==> src/rtl/debounce_filter.sv <==
// debounce_filter: glitch filter and edge detector for an already-synchronized
// level. The output follows the input only after STABLE_CYCLES consecutive
// qualified samples disagree with it; rise/fall pulse for one clock on each
// accepted change.
module debounce_filter #(
  parameter int unsigned STABLE_CYCLES = 16,
  parameter logic        INIT          = 1'b0
) (
  input  logic clk,
  input  logic rst_n,
  input  logic in,
  input  logic sample_en,
  output logic level,
  output logic rise,
  output logic fall,
  output logic busy
);

  localparam int unsigned CNT_W = $clog2(STABLE_CYCLES + 1);
  localparam logic [CNT_W-1:0] CNT_LAST = CNT_W'(STABLE_CYCLES - 1);
  localparam logic [CNT_W-1:0] CNT_ONE  = CNT_W'(1);

  typedef enum logic {
    ST_STABLE = 1'b0,
    ST_WAIT   = 1'b1
  } state_t;

  state_t           state;
  logic [CNT_W-1:0] cnt;

  // Qualification FSM; pulses clear every clock, state moves only on sample_en.
  always_ff @(posedge clk or negedge rst_n) begin
    if (!rst_n) begin
      state <= ST_STABLE;
      cnt   <= '0;
      level <= INIT;
      rise  <= 1'b0;
      fall  <= 1'b0;
      busy  <= 1'b0;
    end else begin
      rise <= 1'b0;
      fall <= 1'b0;
      if (sample_en) begin
        case (state)
          ST_STABLE: begin
            if (in == level) begin
              cnt <= '0;
            end else if (STABLE_CYCLES == 1) begin
              level <= in;
              rise  <= in;
              fall  <= ~in;
              cnt   <= '0;
            end else begin
              cnt   <= CNT_ONE;
              state <= ST_WAIT;
              busy  <= 1'b1;
            end
          end
          ST_WAIT: begin
            if (in == level) begin
              cnt   <= '0;
              state <= ST_STABLE;
              busy  <= 1'b0;
            end else if (cnt == CNT_LAST) begin
              level <= ~level;
              rise  <= ~level;
              fall  <= level;
              cnt   <= '0;
              state <= ST_STABLE;
              busy  <= 1'b0;
            end else begin
              cnt <= cnt + CNT_ONE;
            end
          end
          default: begin
            cnt   <= '0;
            state <= ST_STABLE;
            busy  <= 1'b0;
          end
        endcase
      end
    end
  end

endmodule
==> config.mk <==
export PLATFORM = sky130hd
export DESIGN_NAME = debounce_filter
export DESIGN_NICKNAME = d
export VERILOG_FILES = /design/src/rtl/debounce_filter.sv
export SDC_FILE = /design/constraint.sdc
export NUM_CORES = 1
export LEC_CHECK = 0
export BUFFER_PORTS_ARGS = -buffer_cell sky130_fd_sc_hd__clkbuf_2
export CAP_MARGIN = 20
export CORE_AREA = 2 2 39 41
export CTS_BUF_LIST = sky130_fd_sc_hd__clkbuf_16
export DETAILED_ROUTE_END_ITERATION = 8
export DIE_AREA = 0 0 41 43
export GPL_TIMING_DRIVEN = 0
export PLACE_DENSITY_LB_ADDON = 0.05
export SLEW_MARGIN = 20
export SYNTH_ARGS = -nofsm -noshare
export SYNTH_HDL_FRONTEND = slang
export SYNTH_SLANG_ARGS = --single-unit
==> constraint.sdc <==
create_clock -name clk -period 1.7 [get_ports clk]
set_clock_uncertainty 0.05 [all_clocks]
set_input_delay 0.085 -clock clk [delete_from_list [all_inputs] [get_ports clk]]
set_output_delay 0.085 -clock clk [all_outputs]
set_load 0.1 [all_outputs]
---- Word level (Yosys, flattened, before mapping) ----
Index checks and enable logic that the tools add are counted.
Widths: inputs -> output; s select.
operators by class
  add/sub/neg operators ................... 1
  bitwise gates (word level) .............. 3
  mux-type cells .......................... 20
  reduce and logical (&&, ||, !) cells .... 2
  equal/unequal tests ..................... 4
operator list
  kind                 count
  $mux 1               15
  $mux 5               2
  $pmux 5 s2           1
  $add 5x1->5 const B  1
  $eq 5x4->1 const B   1
  $pmux 1 s2           2
  $reduce_and 4->1     1
  $ne 3x1->1 const B   1
  $not 1->1            3
  $reduce_and 3->1     1
  $ne 2x2->1 const B   1
  $eq 1x1->1           1
storage, ports and cells
  output and inout bits ................... 4
  register bits after elaboration ......... 10
  word-level logic and storage cells ...... 36

---- Longest topological paths before layout ----
Gate-level depths: netlist of the first run.
  depth in word-level cells ............... 5
  depth in mapped cells ................... 4
  depth with buffers taken out ............ 4

---- Worst setup path before layout of the first run ----
Ideal clock, no wire load.
  kind .................................... reg-to-reg
  start point ............................. register level
  end point ............................... register cnt[3]
  data arrival time ....................... 1.840 ns
  buffers on the path ..................... 0
  period minus slack after synthesis ...... 1.970 ns
  cell stages (with the launch flop) ...... 4
  path slack .............................. -0.270 ns
  path through ............................ dfrtp_1 > xor2_2 > or4b_1 > o211ai_2
between the ends
  cells in the longest elaborated chain, start to end .. 3
ends and longest elaborated chain
  what                    line  source
  from (decl)             13    output logic level,
  from (signal assigned)  49    level <= in;
  from (signal assigned)  65    level <= ~level;
  $eq 1x1->1              60    if (in == level) begin
  $mux 5                  60
  $pmux 5 s2              44    case (state)
  to (signal assigned)    72    cnt <= cnt + CNT_ONE;
  to (decl)               29    logic [CNT_W-1:0] cnt;
Every way passes these cells.
A chain may end at the register's enable or synchronous reset.

---- Final worst setup path of the first run ----
  start point ............................. register cnt[0]
  end point ............................... register level
between the ends
  cells in the longest elaborated chain, start to end .. 2
ends and longest elaborated chain
  what                        line  source
  $eq 5x4->1                  64    end else if (cnt == CNT_LAST) begin
  $reduce_and 4->1 (no line)  n/a
Every way passes these cells.

==> results of run 1 <==
how the worst max path moves through the flow:
stage                       startpoint                 end  cells past startpoint
floorplan            level$_DFFE_PN0P_  cnt[3]$_DFFE_PN0P_                      3
global placement    cnt[0]$_DFFE_PN0P_   level$_DFFE_PN0P_                      4
detailed placement  cnt[1]$_DFFE_PN0P_   level$_DFFE_PN0P_                      4
CTS                 cnt[0]$_DFFE_PN0P_   level$_DFFE_PN0P_                      4
global route        cnt[1]$_DFFE_PN0P_   level$_DFFE_PN0P_                      4
finish              cnt[0]$_DFFE_PN0P_   level$_DFFE_PN0P_                      4
cells in the final DEF (no fill, tap or decap):
cell	instances
o211ai_2	1
inv_1	3
a21oi_1	2
clkinv_1	1
xor2_2	1
nor3b_1	2
a32o_1	1
dfrtp_2	1
o2bb2ai_1	1
mux2i_1	1
ha_1	1
a31oi_1	1
clkbuf_16	3
nor2_1	1
o211ai_1	1
clkbuf_2	6
nand3_1	4
dlygate4sd3_1	1
a21boi_0	1
mux2_2	1
dfrtp_1	9
or4b_1	1
nand2_1	6
buf_6	1
nand4b_1	1
o22ai_1	1
or2_1	1
o21ai_0	1
kinds of logic (layout without fill, tap and decap cells):
family / count (synthesis) / after routing / share of synthesized area (%)
adder cells (fa/ha/maj): 1 / 1 / 2.59
AO/OA/AOI/OAI: 10 / 10 / 15.3
XOR/XNOR: 1 / 1 / 3.37
multiplexers: 2 / 2 / 4.40
flip-flops: 10 / 10 / 51.8
buffers and inverters: 4 / 15 / 4.66
AND/OR/NAND/NOR: 16 / 16 / 17.9
Yosys cell counts:
cell type	count	share of area, %
a21boi_0	1	1.6
a21oi_1	2	2.1
a31oi_1	1	1.3
a32o_1	1	2.1
buf_6	1	2.3
dfrtp_1	10	52
ha_1	1	2.6
inv_1	3	2.3
mux2_2	1	2.3
mux2i_1	1	2.1
nand2_1	6	4.7
nand3_1	4	4.1
nand4b_1	1	1.8
nor2_1	1	0.78
nor3b_1	2	3.1
o211ai_1	1	1.6
o211ai_2	1	2.6
o21ai_0	1	1.0
o22ai_1	1	1.3
o2bb2ai_1	1	1.8
or2_1	1	1.3
or4b_1	1	2.1
xor2_2	1	3.4
critical path: stages (launching register included):
cell      delay (ns)
dfrtp_1         0.37
ha_1            0.24
nand4b_1        0.24
or2_1           0.32
mux2_2          0.28
layout make-up:
class	count	area, µm²	share of cell area (%)
clock inverters	1	3.75	0.602
multi-input cells	30	210	33.7
repair buffers	7	40.0	6.43
clock buffers	3	75.1	12.0
plain buffers	1	11.3	1.81
well taps	16	20.0	3.21
flip-flops and latches	10	251	40.4
inverters	3	11.3	1.81
report_power, final:
group	total [mW]	leakage, nW	switching (mW)	internal, mW
logic	0.0865	0.112	0.0653	0.0212
registers	0.260	0.132	0.00934	0.251
clock network	0.416	0.0385	0.108	0.308
total	0.763	0.283	0.183	0.580
sequential cells by signal, summed over array words and instances (netlist names):
name and cells:
level 1, state 1, cnt 5, fall 1, busy 1, rise 1
through the flow:
stage	worst slack, ns	hold WS [ns]
final	0.0880	0.0234
after detailed placement	0.0778	-0.0867
after global placement	0.147	-0.0930
after floorplan	0.0223	-0.261
after CTS	0.0761	0.0279
after global routing	0.0193	0.0376
routing by layer:
metal / global-route usage, % / vias to the layer above / part of all wire, %
met1: 15.4 / 183 / 38
met2: 24.7 / 8 / 58
li1: - / 180 / -
met3: 3.14 / 2 / 3.2
met5: 0 / - / 0
met4: 6.00 / 0 / 0.39
timing repair:
item / CTS / global route
hold buffers: 1 / 0
hold endpoints to repair: 10 / 0
setup buffers: 0 / 0
gates resized for setup: 0 / 0
==> impl_metrics.py, run 1 <==
metrics = {
    "status": {
        "status": "finished, final reports clean",
    },
    "critical_path": {
        "cp.arrival_ns": 1.68,
        "endpoint_kind": "flop",
        "rr_worst_depth": 4,
        "critPathMaxFanout": 5,
        "r2r-start": "cnt[0]$_DFFE_PN0P_",
        "cp_data_required_time_ns": 1.77,
        "rr_endpoint": "level$_DFFE_PN0P_",
        "start_kind": "flop",
        "path_class": "reg -> reg",
        "ff2ff_setup_slack_ns": 0.09,
    },
    "route": {
        "drc": 0,
        "firstDrtPassIters": 1,
        "wl_per_cell_um": 14.3,
        "num_vias": 373,
        "detail-route-antenna-nets": 0,
        "first_iter_violations": 0,
        "wl_um": 1010,
        "routed_via_density": 5.25,
    },
    "floorplan": {
        "num_io_pins": 8,
        "die_x_um": 41,
        "core_um2": 1380,
        "rows": 14,
        "initial_utilization_pct": 34.9,
        "die_y_um": 43,
        "die_area_um2": 1760,
    },
    "timing": {
        "fin_crit_sh_pct": 94.8,
        "tightest_slew_ns": 0.543,
        "final.min_clock_period_ns": 1.61,
        "tns_ns": 0,
        "slew_headroom_pct": 64.0,
        "hold_viol": 0,
        "maxSlewViolCount": 0,
        "fmax_mhz": 620,
        "finalSetupViolCount": 0,
        "rsz0062_at_grt": "no",
    },
    "clock_network": {
        "clk_pin_slew_ns": 0.04,
        "clockBufferDepth": 2,
        "cts_tree": "built",
        "htreeDepth": 1,
        "root_buffer": "clkbuf_16",
        "clock-sinks": 10,
        "numCtsBuffers": 3,
        "clk_latency_ns": 0.23,
    },
    "logic_synthesis": {
        "synthesis.instances": 44,
        "ys_types": 23,
        "yosysSeqAreaShare_pct": 51.8,
        "synth_fp_nets": 49,
        "yosysWarnings": 0,
        "syn_area_per_cell_um2": 11.0,
        "synth-seq-cells": 10,
        "syn_area_um2": 483,
    },
    "placed_design": {
        "finalWeightedCongestion": 0.711,
        "placed_area_um2": 534,
        "place.port_buffers": 6,
        "dp_cells": 66,
    },
    "power_and_ir_drop": {
        "powerDensity_nw_per_um2": 1220,
        "power_leakage_nw": 0.283,
        "peakVddDrop_mv": 0.583,
        "total_power_mw": 0.763,
    },
    "cells_and_area": {
        "layout-area-overhead-vs-synth_pct": 29.0,
        "drive_gt1_share_pct": 25.5,
        "finish.utilization_pct": 45.0,
        "final_cell_count_no_fill": 71,
        "n_antenna_cell": 0,
        "final_area_um2": 623,
        "fillers": 137,
        "fin_nets": 61,
    },
    "run": {
        "drv_cap": 0,
    },
    "worst_hold_path": {
        "hp-start": "sample_en",
        "holdPathEnd": "state$_DFFE_PN0P_",
        "hold_path.class": "in -> reg",
        "holdPathStages": 2,
    },
    "grt": {
        "grt_pass1_vias": 394,
        "grt_use_total_pct": 14.2,
        "grt_pass1_wl_um": 1660,
        "grt_max_degree": 11,
        "grt_antenna_before_repair": 0,
        "gr-total-overflow": 0,
    },
}
(Power assumes the default switching activity.)
==> run 2: changes to the inputs <==
--- a/config.mk
+++ b/config.mk
@@ -13,6 +13,7 @@
 export DIE_AREA = 0 0 41 43
 export GPL_TIMING_DRIVEN = 0
 export PLACE_DENSITY_LB_ADDON = 0.05
+export REMOVE_ABC_BUFFERS = 1
 export SLEW_MARGIN = 20
 export SYNTH_ARGS = -nofsm -noshare
 export SYNTH_HDL_FRONTEND = slang
==> impl_metrics.py, run 2 (synthesized netlist as in run 1, its figures left out) <==
metrics = {
    "status": {
        "status": "finished, final reports clean",
    },
    "floorplan": {
        "initial_utilization_pct": 34.9,
        "die_area_um2": 1760,
        "die_x_um": 41,
        "die_y_um": 43,
        "rows": 14,
        "num_io_pins": 8,
        "core_um2": 1380,
    },
    "power_and_ir_drop": {
        "peakVddDrop_mv": 0.594,
        "powerDensity_nw_per_um2": 1220,
        "power_leakage_nw": 0.281,
    },
    "grt": {
        "grt_use_total_pct": 12.9,
        "grt_antenna_before_repair": 0,
        "grt_pass1_vias": 340,
        "grt_pass1_wl_um": 1460,
        "grt_max_degree": 11,
        "gr-total-overflow": 0,
    },
    "cells_and_area": {
        "n_antenna_cell": 0,
        "finish.utilization_pct": 44.2,
        "regMostFlops": "cnt",
        "drive_gt1_share_pct": 24.1,
        "layout_commonest_cell": "dfrtp_1",
        "fin_nets": 61,
        "layout-area-overhead-vs-synth_pct": 26.7,
        "largest_reg_flops": 5,
        "final_cell_count_no_fill": 70,
        "final_cell_mix": "dfrtp_1 (10), clkbuf_2 (7), nand2_1 (6)",
        "fillers": 135,
    },
    "critical_path": {
        "ff2ff_setup_slack_ns": 0.12,
        "crit_path_max_incr_delay_ns": 0.38,
        "crit_family": "simple AND/OR/NAND/NOR gates",
        "path_depth": 4,
        "cp_data_required_time_ns": 1.76,
        "cp_slowest_cell": "dfrtp_1",
        "rr_endpoint": "level$_DFFE_PN0P_",
        "path_class": "reg -> reg",
        "r2r-start": "cnt[0]$_DFFE_PN0P_",
        "rr_worst_depth": 4,
        "crit_buf_inv": 0,
        "start_kind": "flop",
        "endpoint_kind": "flop",
        "cp.arrival_ns": 1.65,
        "path_cells": "ha_1 > nand4b_1 > or2_1 > mux2_2",
        "critPathMaxFanout": 5,
    },
    "timing": {
        "finalSetupViolCount": 0,
        "fin_crit_sh_pct": 93.1,
        "hold-worst-slack_ns": 0.0342,
        "fmax_mhz": 632,
        "maxSlewViolCount": 0,
        "final.min_clock_period_ns": 1.58,
        "slew_headroom_pct": 64.2,
        "timing.final.ws_setup_ns": 0.117,
        "rsz0062_at_grt": "no",
        "hold_viol": 0,
        "tightest_slew_ns": 0.540,
    },
    "route": {
        "routed_via_density": 5.17,
        "num_vias": 362,
        "first_iter_violations": 7,
        "wl_per_cell_um": 12.3,
        "detail-route-antenna-nets": 0,
        "firstDrtPassIters": 3,
        "drc": 0,
        "wl_um": 859,
    },
    "worst_hold_path": {
        "hold_path.class": "in -> reg",
        "holdPathEnd": "fall$_DFF_PN0_",
        "holdPathStages": 2,
        "hp-start": "in",
    },
    "clock_network": {
        "root_buffer": "clkbuf_16",
        "postCtsSetupBuffers": 0,
        "htreeDepth": 1,
        "cts_tree": "built",
        "numCtsBuffers": 3,
        "clockBufferDepth": 2,
        "clk_pin_slew_ns": 0.04,
        "post_cts_resized": 0,
        "clk_latency_ns": 0.23,
        "clock-sinks": 10,
    },
    "placed_design": {
        "finalWeightedCongestion": 0.729,
        "dp_cells": 66,
        "place.port_buffers": 7,
        "place.detailed.hpwl_um": 652,
        "dp_slack_ns": 0.145,
    },
    "run": {
        "drv_cap": 0,
    },
}
run 2: cell type report:
class,count,area [µm²],share of cell area [%]
clock buffer,3,75.1,12.3
timing repair buffer,8,45.0,7.36
tap,16,20.0,3.27
multi-input combinational,30,210,34.4
inverter,3,11.3,1.84
sequential,10,250,40.9
run 2: how the worst max path moves through the flow:
| stage | startpoint | endpoint | slack, ns |
|---|---|---|---|
| floorplan | level$_DFFE_PN0P_ | cnt[3]$_DFFE_PN0P_ | -0.27 |
| global placement | cnt[0]$_DFFE_PN0P_ | level$_DFFE_PN0P_ | 0.15 |
| detailed placement | cnt[0]$_DFFE_PN0P_ | level$_DFFE_PN0P_ | 0.14 |
| CTS | cnt[0]$_DFFE_PN0P_ | level$_DFFE_PN0P_ | 0.13 |
| global route | cnt[0]$_DFFE_PN0P_ | level$_DFFE_PN0P_ | 0.01 |
| finish | cnt[0]$_DFFE_PN0P_ | level$_DFFE_PN0P_ | 0.12 |
run 2: repair_timing:
action / 4_1_cts / 5_1_grt
endpoints found under the hold margin: 10 / 0
hold buffers: 1 / 0
setup endpoints to repair: 0 / 0
run 2: worst reg2reg max path, stage by stage, from the launching register on:
cell      delay (ns)
dfrtp_1         0.38
ha_1            0.22
nand4b_1        0.23
or2_1           0.32
mux2_2          0.28
run 2: layer usage:
metal	up-vias	GRT usage (%)	wire length (µm)
li1	178	-	-
met1	180	16.9	400
met2	4	17.2	442
met3	0	3.14	16
met4	0	10.0	0
met5	-	0	0
run 2: through the flow:
step / instance area [µm²] / setup TNS [ns] / power (mW)
3_3_place_gp: 527 / 0 / 0.343
5_1_grt: 612 / 0 / 0.777
6_report: 612 / 0 / 0.744
4_1_cts: 612 / 0 / 0.757
3_5_place_dp: 527 / 0 / 0.346
2_1_floorplan: 472 / -0.270 / 0.321
run 2: report_power, final:
part	switching, mW	internal, mW
clock network	0.0961	0.304
registers	0.00997	0.251
logic	0.0643	0.0193
